===== src/rtl/mips_mem_arbiter.sv =====
// Shares one single-port memory between the IF fetch port and the MEM-stage data port.
// One access in flight at a time; D has priority, and a starvation guard lets IF through.
module mips_mem_arbiter #(
  parameter int ADDR_W     = 10,
  parameter int DATA_W     = 32,
  parameter int MEM_LAT    = 1,
  parameter int STARVE_MAX = 4
) (
  input  logic              clk,
  input  logic              rst_n,
  input  logic              if_req,
  input  logic [ADDR_W-1:0] if_addr,
  input  logic              if_flush,
  output logic              if_gnt,
  output logic              if_rvalid,
  output logic [DATA_W-1:0] if_rdata,
  input  logic              d_req,
  input  logic              d_we,
  input  logic [ADDR_W-1:0] d_addr,
  input  logic [DATA_W-1:0] d_wdata,
  output logic              d_gnt,
  output logic              d_rvalid,
  output logic [DATA_W-1:0] d_rdata,
  output logic              mem_en,
  output logic              mem_we,
  output logic [ADDR_W-1:0] mem_addr,
  output logic [DATA_W-1:0] mem_wdata,
  input  logic [DATA_W-1:0] mem_rdata,
  output logic              busy
);

  localparam logic [1:0] IDLE  = 2'd0;
  localparam logic [1:0] ISSUE = 2'd1;
  localparam logic [1:0] WAIT  = 2'd2;
  localparam logic [1:0] RESP  = 2'd3;

  localparam int SW = $clog2(STARVE_MAX + 1);
  localparam logic [SW-1:0] SMAX = SW'(STARVE_MAX);
  localparam logic [2:0] LAT = 3'(MEM_LAT);

  logic [1:0]    state;
  logic [2:0]    lat_cnt;
  logic [SW-1:0] starve_cnt;
  logic          flush_flg;
  logic          sel_d;
  logic          we_q;
  logic          win_if;

  // IF wins when alone, or when it has lost STARVE_MAX times in a row
  assign win_if = if_req && (!d_req || starve_cnt == SMAX);

  always_ff @(posedge clk or negedge rst_n) begin
    if (!rst_n) begin
      state      <= IDLE;
      lat_cnt    <= '0;
      starve_cnt <= '0;
      flush_flg  <= 1'b0;
      sel_d      <= 1'b0;
      we_q       <= 1'b0;
      if_gnt     <= 1'b0;
      if_rvalid  <= 1'b0;
      if_rdata   <= '0;
      d_gnt      <= 1'b0;
      d_rvalid   <= 1'b0;
      d_rdata    <= '0;
      mem_en     <= 1'b0;
      mem_we     <= 1'b0;
      mem_addr   <= '0;
      mem_wdata  <= '0;
      busy       <= 1'b0;
    end else begin
      if_gnt    <= 1'b0;
      d_gnt     <= 1'b0;
      if_rvalid <= 1'b0;
      d_rvalid  <= 1'b0;
      mem_en    <= 1'b0;
      mem_we    <= 1'b0;
      unique case (state)
        IDLE: begin
          if (if_req || d_req) begin
            state  <= ISSUE;
            busy   <= 1'b1;
            sel_d  <= !win_if;
            we_q   <= !win_if && d_we;
            if_gnt <= win_if;
            d_gnt  <= !win_if;
            mem_en <= 1'b1;
            mem_we <= !win_if && d_we;
            if (win_if) begin
              mem_addr   <= if_addr;
              starve_cnt <= '0;
            end else begin
              mem_addr  <= d_addr;
              mem_wdata <= d_wdata;
              if (if_req && starve_cnt != SMAX)
                starve_cnt <= starve_cnt + SW'(1);
            end
          end
        end
        ISSUE: begin
          if (!sel_d && if_flush)
            flush_flg <= 1'b1;
          if (we_q) begin
            state    <= RESP;
            d_rvalid <= 1'b1;
          end else begin
            state   <= WAIT;
            lat_cnt <= 3'd1;
          end
        end
        WAIT: begin
          if (!sel_d && if_flush)
            flush_flg <= 1'b1;
          if (lat_cnt == LAT) begin
            state <= RESP;
            if (sel_d) begin
              d_rvalid <= 1'b1;
              d_rdata  <= mem_rdata;
            end else if (!(flush_flg || if_flush)) begin
              if_rvalid <= 1'b1;
              if_rdata  <= mem_rdata;
            end
          end else begin
            lat_cnt <= lat_cnt + 3'd1;
          end
        end
        RESP: begin
          state     <= IDLE;
          flush_flg <= 1'b0;
          busy      <= 1'b0;
        end
        default: state <= IDLE;
      endcase
    end
  end

endmodule


===== config.mk =====
export PLATFORM = sky130hd
export DESIGN_NAME = mips_mem_arbiter
export DESIGN_NICKNAME = d
export VERILOG_FILES = /design/src/rtl/mips_mem_arbiter.sv
export SDC_FILE = /design/constraint.sdc
export NUM_CORES = 1
export LEC_CHECK = 0
export BUFFER_PORTS_ARGS = -buffer_cell sky130_fd_sc_hd__buf_4
export CORE_UTILIZATION = 54
export CTS_BUF_LIST = sky130_fd_sc_hd__clkbuf_4
export CTS_CLUSTER_DIAMETER = 150
export CTS_CLUSTER_SIZE = 25
export DETAILED_ROUTE_END_ITERATION = 8
export HOLD_SLACK_MARGIN = 0.08
export PLACE_DENSITY = 0.88
export SYNTH_ARGS = -nofsm -noshare
export SYNTH_HDL_FRONTEND = slang
export SYNTH_SLANG_ARGS = --single-unit
export TNS_END_PERCENT = 10

===== constraint.sdc =====
create_clock -name clk -period 4.01 [get_ports clk]
set_input_delay 0.6015 -clock clk [delete_from_list [all_inputs] [get_ports clk]]
set_output_delay 0.6015 -clock clk [all_outputs]
set_load 0.01 [all_outputs]

==> results by group, run 1 <==
Worst setup path
  • Reg2reg start: state[0]
  • CP peak stage delay: 0.90 ns
  • Crit path arrival time: 2.75 ns
  • Critical path buffer and inverter count: 1
  • CP cell instances: inv_1 -> ha_1 -> nand2_1 -> a31oi_4 -> mux2_2
  • CP delay by family, top: compound AO/OA/AOI/OAI gates
  • Critical-path cell with the highest stage delay: a31oi_4
  • CP Max Fanout: 35
  • Worst Setup Path Type: flop to flop
  • CP required: 4.38 ns
  • CP Capture Type: flop
  • Capturing point of the worst reg2reg path: mem_wdata[29]
  • Worst R2R Path Depth: 5
  • Startpoint Class: flop
  • FF-to-FF setup slack: 1.62 ns

Final layout
  • Multi-input gate area: 0.00172 mm^2
  • Reg area: 0.00310 mm^2
  • N_diodes: 0
  • FILL cells: 567
  • Nets: 656
  • Area Overhead vs Synth: 37.0%
  • Share of layout cells above drive strength 1: 58.9%

Yosys
  • Post-synth EDFFs: 0
  • Yosys reg bits: 124
  • Synth area leader: dfrtp_1
  • Mapped Cells: 346
  • Synth Warn #: 0
  • Synth cell types: 35
  • Count leader, synth: dfrtp_1
  • Synthesized Nets: 445
  • Share of synthesized registers carrying an async set or reset: 100%
  • Post-synth top area share: 62.4%
  • Synth cell count leaders: dfrtp_1, mux2_2, nand2_1
  • Top_reg_cell synth: dfrtp_1
  • Syn_area_per_cell: 14.4 um^2
  • Post-synthesis sequential area ratio: 62.4%
  • Syn Std Cell Area: 0.00497 mm^2
  • Main area contributors after synthesis: dfrtp_1, mux2_2, a21oi_1

Power and ir drop
  • Clock share of power: 15.6%
  • Comb power frac: 43.8%
  • Internal cell power: 3.58 mW
  • Switching power: 1.83 mW
  • Switching Fraction: 33.9%
  • Power density over the cells: 794 mW/mm^2
  • Leakage: 3.38 nW
  • Part of the power in registers: 40.6%
  • Peak supply drop: 0.426 mV

Global route
  • Gr usage total: 23.9%
  • First-pass GRT wire length: 17.6 mm
  • Grt ovf: 0
  • Antenna violations before repair: 0
  • Met2 Track Usage GR: 40.5%
  • Vias in the first global route: 3671
  • GRT met3 Usage: 6.94%
  • Busiest grt layer: met2
  • Largest net degree at the start of global routing: 71
  • Met1 Use GR: 28.4%

Detailed routing
  • Remaining DRCs: 12
  • DR WL/cell: 16.1 um
  • DRT Pass-1 Iters: 6
  • Routed vias/inst: 5.17
  • DR vias: 3502
  • DR iter-0 viols: 103
  • Antenna-violating nets left: 0
  • Routed wire length: 10.9 mm

Clock network
  • TritonCTS clock tree: built
  • TritonCTS Buffers: 17
  • Post-CTS Repair Setup Buffers: 0
  • Maximum clock insertion buffer count: 2
  • Clk pin slew, worst setup/hold paths: 0.12 ns
  • Clk sinks: 124
  • CTS Hold Bufs: 0
  • Max H-tree Level: 4
  • Clk_lat worst skew: 0.49 ns
  • Clk root buf: clkbuf_4
  • PostCTS Resize Cnt: 0

Worst hold path
  • Hold Path Class: primary input to async pin

Outcome
  • Run status: finished, violations left
  • Violated checks: DRC

Placed design
  • Hpwl dp: 8.06 mm
  • Port Buffers: 202
  • Routability cong.: 0.786

STA
  • RSZ-0062 raised after global routing: no
  • Fin Setup TNS: 0 ns
  • Final Hold Viols: 0
  • Fmax: 419 MHz
  • Period utilisation layout: 59.5%
  • Final clock skew: 0.0207 ns
  • Final slew viol count: 0
  • Period minus WS final: 2.39 ns
  • Hold Worst Slack: 0.199 ns
  • Slew margin rel.: 24.0%
  • Slew @ Worst Pin: 1.14 ns
  • Final setup fails: 0

Die
  • Starting density of the core: 56.5%
  • Chip Height: 98.0 um
  • Die Wd: 98.0 um
  • Row count: 34
  • Die Area: 0.00960 mm^2
  • Floorplan Core Area: 0.00881 mm^2
  • Top-Level Pins: 203

Run
  • Max Cap Viol: 0
==> per-stage QoR <==
stage	power, mW	area (um^2)	std cells	worst slack, ns	utilization [%]
after floorplan	3.40	4970	346	2.31	-
after global placement	4.49	6530	646	1.70	74.2
after detailed placement	4.61	6530	646	1.63	74.2
after CTS	5.45	6810	678	1.62	77.4
after global routing	5.74	6810	678	1.41	77.4
final	5.41	6810	678	1.62	77.4
==> layer usage <==
| metal | vias to the layer above | part of all wire, % |
|---|---|---|
| li1 | 1635 | - |
| met1 | 1700 | 39 |
| met4 | 0 | 2.0 |
| met2 | 147 | 52 |
| met3 | 20 | 7.0 |
| met5 | - | 0 |
==> final cells by class <==
class / count / area share, %
clock buffer: 18 / 1.98
clock inverter: 14 / 2.17
inverter: 9 / 0.496
multi-input combinational: 200 / 25.2
sequential: 124 / 45.5
tap: 108 / 1.98
timing repair buffer: 205 / 22.6
==> worst max-delay path by stage <==
stage | from | end | slack (ns) | cells after the start
final | state[0] | mem_wdata[29] | 1.62 | 5
after global routing | state[0] | mem_wdata[3] | 1.41 | 5
after CTS | state[0] | mem_wdata[29] | 1.62 | 5
after detailed placement | state[0] | mem_wdata[16] | 1.63 | 5
after global placement | state[0] | mem_wdata[31] | 1.70 | 5
after floorplan | state[0] | mem_wdata[0] | 2.31 | 6
==> state kept, by name (all words and copies together) (netlist names), 2 cells and up <==
signal	flops
if_rdata	32
mem_addr	10
mem_wdata	32
state	2
starve_cnt	3
d_rdata	32
lat_cnt	3
==> cell usage in the layout (no fill, tap or decap) <==
cell and instances:
a31oi_4 1, a21o_1 3, mux2_2 92, and2_1 2, mux2i_1 1, a21bo_2 1, clkinvlp_4 4, dfrtp_1 124
o22ai_1 1, a22oi_1 1, clkbuf_4 18, ha_1 9, clkinv_2 2, a21boi_0 2, inv_1 9, nor3_1 1
o21ai_0 6, o21ai_1 1, or2b_1 1, mux2_1 2, inv_6 1, nand2b_1 1, nand2_1 25, clkinv_1 1
nor2_1 13, buf_4 205, nor3_2 1, clkinv_4 4, nor3b_1 2, mux2_4 2, nand4_1 1, a22o_1 1
a21oi_1 24, nor2b_2 1, bufinv_16 2, and4b_1 1, o32ai_1 1, o2bb2ai_1 1, nand3_2 2
==> logic make-up (layout without fill, tap and decap cells) <==
group           after synthesis  in the layout  synth area share [%]
fa+ha+maj                     9              9                  2.26
simple gates                 51             51                  4.91
mux                          97             97                  22.1
flops                       124            124                  62.4
compound gates               43             43                  5.31
buf+inv                      22            246                  3.02
==> power by group through the flow <==
stage | Sequential, mW | Clock [mW] | Combinational (mW)
2_1_floorplan | 2.44 | 0 | 0.963
3_3_place_gp | 2.18 | 0 | 2.31
3_5_place_dp | 2.22 | 0 | 2.39
4_1_cts | 2.19 | 0.864 | 2.40
5_1_grt | 2.27 | 0.921 | 2.55
6_report | 2.20 | 0.844 | 2.37
Note: power is estimated with default switching activity, not from simulation.
==> run 2, diff against run 1 <==
CORE_UTILIZATION = 45   (was 54)
PLACE_DENSITY = 0.78   (was 0.88)
clock period = 2.15 ns   (was 4.01 ns; I/O delays follow)
==> results by group, run 2 (synthesis gave the netlist of run 1 again) <==
Placed design
  • Post-Place Setup Slack: 0.335 ns
  • Port Buffers: 202
  • Routability cong.: 0.765
  • Placed cells: 683
  • Hpwl dp: 8.26 mm

STA
  • Final Hold Viols: 0
  • Slew @ Worst Pin: 0.477 ns
  • Period minus WS final: 1.83 ns
  • Final slew viol count: 0
  • Final setup fails: 0
  • Final clock skew: 0.0125 ns
  • Fmax: 547 MHz
  • Slew margin rel.: 68.2%
  • Worst setup margin: 0.321 ns
  • Hold Worst Slack: 0.146 ns
  • Period utilisation layout: 85.1%
  • Fin Setup TNS: 0 ns
  • RSZ-0062 raised after global routing: no

Detailed routing
  • DR iter-0 viols: 127
  • Remaining DRCs: 0
  • Routed wire length: 12.4 mm
  • Antenna-violating nets left: 0
  • Routed vias/inst: 4.89
  • DR vias: 3871
  • DR WL/cell: 15.7 um
  • DRT Pass-1 Iters: 6

Global route
  • Vias in the first global route: 4196
  • Largest net degree at the start of global routing: 57
  • Grt ovf: 0
  • Gr usage total: 22.8%
  • First-pass GRT wire length: 20.1 mm
  • Antenna violations before repair: 0

Clock network
  • Max H-tree Level: 4
  • Clk pin slew, worst setup/hold paths: 0.10 ns
  • PostCTS Resize Cnt: 0
  • Post-CTS Repair Setup Buffers: 0
  • TritonCTS clock tree: built
  • Clk sinks: 124
  • CTS Hold Bufs: 78
  • TritonCTS Buffers: 17
  • Clk_lat worst skew: 0.47 ns
  • Clk root buf: clkbuf_4
  • Maximum clock insertion buffer count: 2

Worst setup path
  • FF-to-FF setup slack: 0.32 ns
  • Startpoint Class: flop
  • CP peak stage delay: 0.43 ns
  • CP Capture Type: flop
  • CP Max Fanout: 25
  • Crit path arrival time: 2.18 ns
  • CP required: 2.50 ns
  • Reg2reg start: state[0]
  • Capturing point of the worst reg2reg path: mem_wdata[29]
  • Critical path buffer and inverter count: 2
  • Worst R2R Path Depth: 6
  • CP cell instances: inv_1 -> ha_1 -> nand2_1 -> a31oi_4 -> buf_12 -> mux2_2
  • Worst Setup Path Type: flop to flop
  • Critical-path cell with the highest stage delay: dfrtp_1
  • CP delay by family, top: flip-flops

Worst hold path
  • Worst hold path depth: 3
  • WHS Endpoint: mem_addr[0]
  • Hold path start: if_addr[0]
  • Hold Path Class: primary input to flop

Final layout
  • Area Overhead vs Synth: 55.3%
  • Share of layout cells above drive strength 1: 51.8%
  • Nets: 739
  • Largest registers: d_rdata x32, if_rdata x32, mem_wdata x32
  • Cell Count, Final, Fillers Out: 792
  • Most frequent cells in the layout: buf_4, dfrtp_1, mux2_2
  • Most common cell after layout, fill and taps aside: buf_4
  • N_diodes: 0
  • Reg area: 0.00310 mm^2
  • FILL cells: 735
  • Multi-input gate area: 0.00172 mm^2

Die
  • Row count: 38
  • Die Area: 0.0115 mm^2
  • Starting density of the core: 46.1%
  • Die Wd: 107 um
  • Floorplan Core Area: 0.0108 mm^2
  • Chip Height: 107 um
  • Top-Level Pins: 203

Outcome
  • Run status: completed

Power and ir drop
  • Power density over the cells: 1340 mW/mm^2
  • Leakage: 3.76 nW
  • Peak supply drop: 0.707 mV

Run
  • Max Cap Viol: 0
==> run 2: changes by cell type in the layout (fill, tap and decap cells not counted), moves of 2 or more <==
cell,before,now
clkinvlp_4,4,1
clkinv_1,1,3
dlygate4sd3_1,0,78
buf_12,0,4
clkinv_4,4,0
clkbuf_4,18,21
==> run 2: how the worst max path moves through the flow <==
stage	cells past startpoint	slack (ns)	end	start
2_1_floorplan	6	0.45	mem_wdata[0]	state[0]
3_3_place_gp	6	0.43	mem_wdata[16]	state[0]
3_5_place_dp	5	0.34	d_rdata[20]	state[0]
4_1_cts	5	0.31	d_rdata[9]	state[0]
5_1_grt	5	0.21	d_rdata[9]	state[0]
6_report	6	0.32	mem_wdata[29]	state[0]
==> run 2: final cells by class <==
class	count	area share, %
repair buffers	288	31.2
flip-flops and latches	124	40.2
well taps	140	2.27
multi-input cells	200	22.3
clock inverters	10	1.60
inverters	9	0.438
clock buffers	21	2.04
==> run 2: through the flow <==
stage / cell area [um^2] / util [%] / total power [mW]
2_1_floorplan: 4970 / - / 6.35
3_3_place_gp: 6660 / 61.7 / 8.45
3_5_place_dp: 6660 / 61.7 / 8.67
4_1_cts: 7720 / 71.5 / 10.4
5_1_grt: 7720 / 71.5 / 11.0
6_report: 7720 / 71.5 / 10.4
==> run 2: worst reg2reg max path: stages (launching register included) <==
cell and delay, ns:
dfrtp_1 0.43, inv_1 0.14, ha_1 0.26, nand2_1 0.11
a31oi_4 0.20, buf_12 0.21, mux2_2 0.37
==> run 2: power by group <==
| group | total [mW] | leakage, nW | switching (mW) | internal, mW |
|---|---|---|---|---|
| logic | 4.62 | 2.12 | 1.97 | 2.65 |
| clock network | 1.62 | 0.156 | 0.783 | 0.837 |
| registers | 4.12 | 1.49 | 0.657 | 3.46 |
| total | 10.4 | 3.76 | 3.41 | 6.95 |
==> run 2: layer usage <==
| layer | up-vias | track usage (%) | part of all wire (%) |
|---|---|---|---|
| met4 | 0 | 8.22 | 1.7 |
| met1 | 1904 | 25.9 | 38 |
| met3 | 17 | 7.11 | 6.7 |
| met5 | - | 0 | 0 |
| li1 | 1797 | - | - |
| met2 | 153 | 40.4 | 53 |
==> run 3, diff against run 2 <==
CTS_BUF_LIST = sky130_fd_sc_hd__clkbuf_2   (was sky130_fd_sc_hd__clkbuf_4)
==> results by group, run 3 (synthesis gave the netlist of run 1 again) <==
STA
  • Final Hold Viols: 0
  • Slew margin rel.: 68.1%
  • Final slew viol count: 0
  • RSZ-0062 raised after global routing: no
  • Fmax: 543 MHz
  • Final clock skew: 0.0269 ns
  • Period minus WS final: 1.84 ns
  • Final setup fails: 0
  • Period utilisation layout: 85.6%
  • Slew @ Worst Pin: 0.479 ns
  • Fin Setup TNS: 0 ns
  • Hold Worst Slack: 0.198 ns

Worst setup path
  • CP required: 2.63 ns
  • CP Max Fanout: 25
  • CP Capture Type: flop
  • Worst Setup Path Type: flop to flop
  • Crit path arrival time: 2.32 ns
  • Startpoint Class: flop

Global route
  • First-pass GRT wire length: 20.8 mm
  • Gr usage total: 23.6%
  • Vias in the first global route: 4325
  • Grt ovf: 0
  • Largest net degree at the start of global routing: 57
  • Antenna violations before repair: 0

Placed design
  • Port Buffers: 202
  • Hpwl dp: 8.26 mm
  • Routability cong.: 0.765

Detailed routing
  • Routed vias/inst: 4.90
  • Routed wire length: 12.8 mm
  • Antenna-violating nets left: 0
  • Remaining DRCs: 0
  • DR WL/cell: 16.0 um
  • DR vias: 3938
  • DR iter-0 viols: 158
  • DRT Pass-1 Iters: 4

Power and ir drop
  • Power density over the cells: 1310 mW/mm^2
  • Switching power: 3.45 mW
  • Part of the power in registers: 40.3%
  • Switching Fraction: 33.8%
  • Comb power frac: 45.6%
  • Clock share of power: 14.1%
  • Internal cell power: 6.76 mW
  • Leakage: 3.80 nW
  • Peak supply drop: 0.651 mV

Final layout
  • N_diodes: 0
  • Post-Route Utilization: 72.1%
  • Most common cell after layout, fill and taps aside: buf_4
  • Nets: 750
  • Most frequent cells in the layout: buf_4, dfrtp_1, mux2_2
  • Largest registers: d_rdata x32, if_rdata x32, mem_wdata x32
  • Share of layout cells above drive strength 1: 51.0%
  • FILL cells: 726
  • Area Overhead vs Synth: 56.4%

Clock network
  • Post-CTS Repair Setup Buffers: 0
  • Clk sinks: 124
  • CTS Hold Bufs: 89
  • Clk pin slew, worst setup/hold paths: 0.17 ns
  • Clk_lat worst skew: 0.60 ns
  • Max H-tree Level: 4
  • TritonCTS Buffers: 17
  • Clk root buf: clkbuf_2
  • TritonCTS clock tree: built
  • Maximum clock insertion buffer count: 2
  • PostCTS Resize Cnt: 0

Die
  • Starting density of the core: 46.1%
  • Chip Height: 107 um
  • Die Wd: 107 um
  • Floorplan Core Area: 0.0108 mm^2
  • Die Area: 0.0115 mm^2
  • Top-Level Pins: 203
  • Row count: 38

Worst hold path
  • Hold Path Class: primary input to async pin

Outcome
  • Run status: completed

Run
  • Max Cap Viol: 0
==> run 3: final timing paths <==
kind                                  start       endpoint  slack, ns  depth (start not counted)
worst max-delay path               state[0]  mem_wdata[29]       0.31                          6
min in group clk                d_wdata[12]  mem_wdata[12]       0.47                          3
max in group asynchronous             rst_n   if_rdata[12]       1.23                          3
worst min register to register         we_q           we_q       0.50                          1
worst max register to register     state[0]  mem_wdata[29]       0.31                          6
worst min-delay path                  rst_n     d_rdata[0]       0.20                          2
==> run 3: power groups by stage <==
stage	registers, mW	clock network, mW	logic [mW]
finish	4.11	1.44	4.66
global route	4.26	1.60	5.00
CTS	4.10	1.48	4.66
detailed placement	4.15	0	4.53
global placement	4.09	0	4.37
floorplan	4.55	0	1.80
==> run 3: stage by stage <==
step | power (mW) | setup slack [ns] | instances | cell area (um^2)
floorplan | 6.35 | 0.449 | 346 | 4970
global placement | 8.45 | 0.429 | 683 | 6660
detailed placement | 8.67 | 0.335 | 683 | 6660
CTS | 10.2 | 0.309 | 803 | 7780
global route | 10.9 | 0.198 | 803 | 7780
finish | 10.2 | 0.310 | 803 | 7780
==> run 3: layout make-up <==
class	instances	area (um^2)	share of cell area (%)
inverter	9	33.8	0.434
tap	140	175	2.25
multi-input combinational	200	1720	22.1
sequential	124	3100	39.9
timing repair buffer	299	2520	32.4
clock buffer	21	105	1.35
clock inverter	10	124	1.59
==> run 3: layer usage <==
metal | up-vias | track usage (%) | part of all wire (%)
met4 | 0 | 10.1 | 2.4
met1 | 1926 | 26.1 | 38
met2 | 167 | 42.1 | 53
li1 | 1818 | - | -
met3 | 27 | 6.93 | 7.5
met5 | - | 0 | 0
==> run 3: worst max-delay path: stages, from the launching register on <==
cell and delay [ns]:
dfrtp_1 0.45, inv_1 0.14, ha_1 0.26, nand2_1 0.11
a31oi_4 0.20, buf_12 0.20, mux2_2 0.36
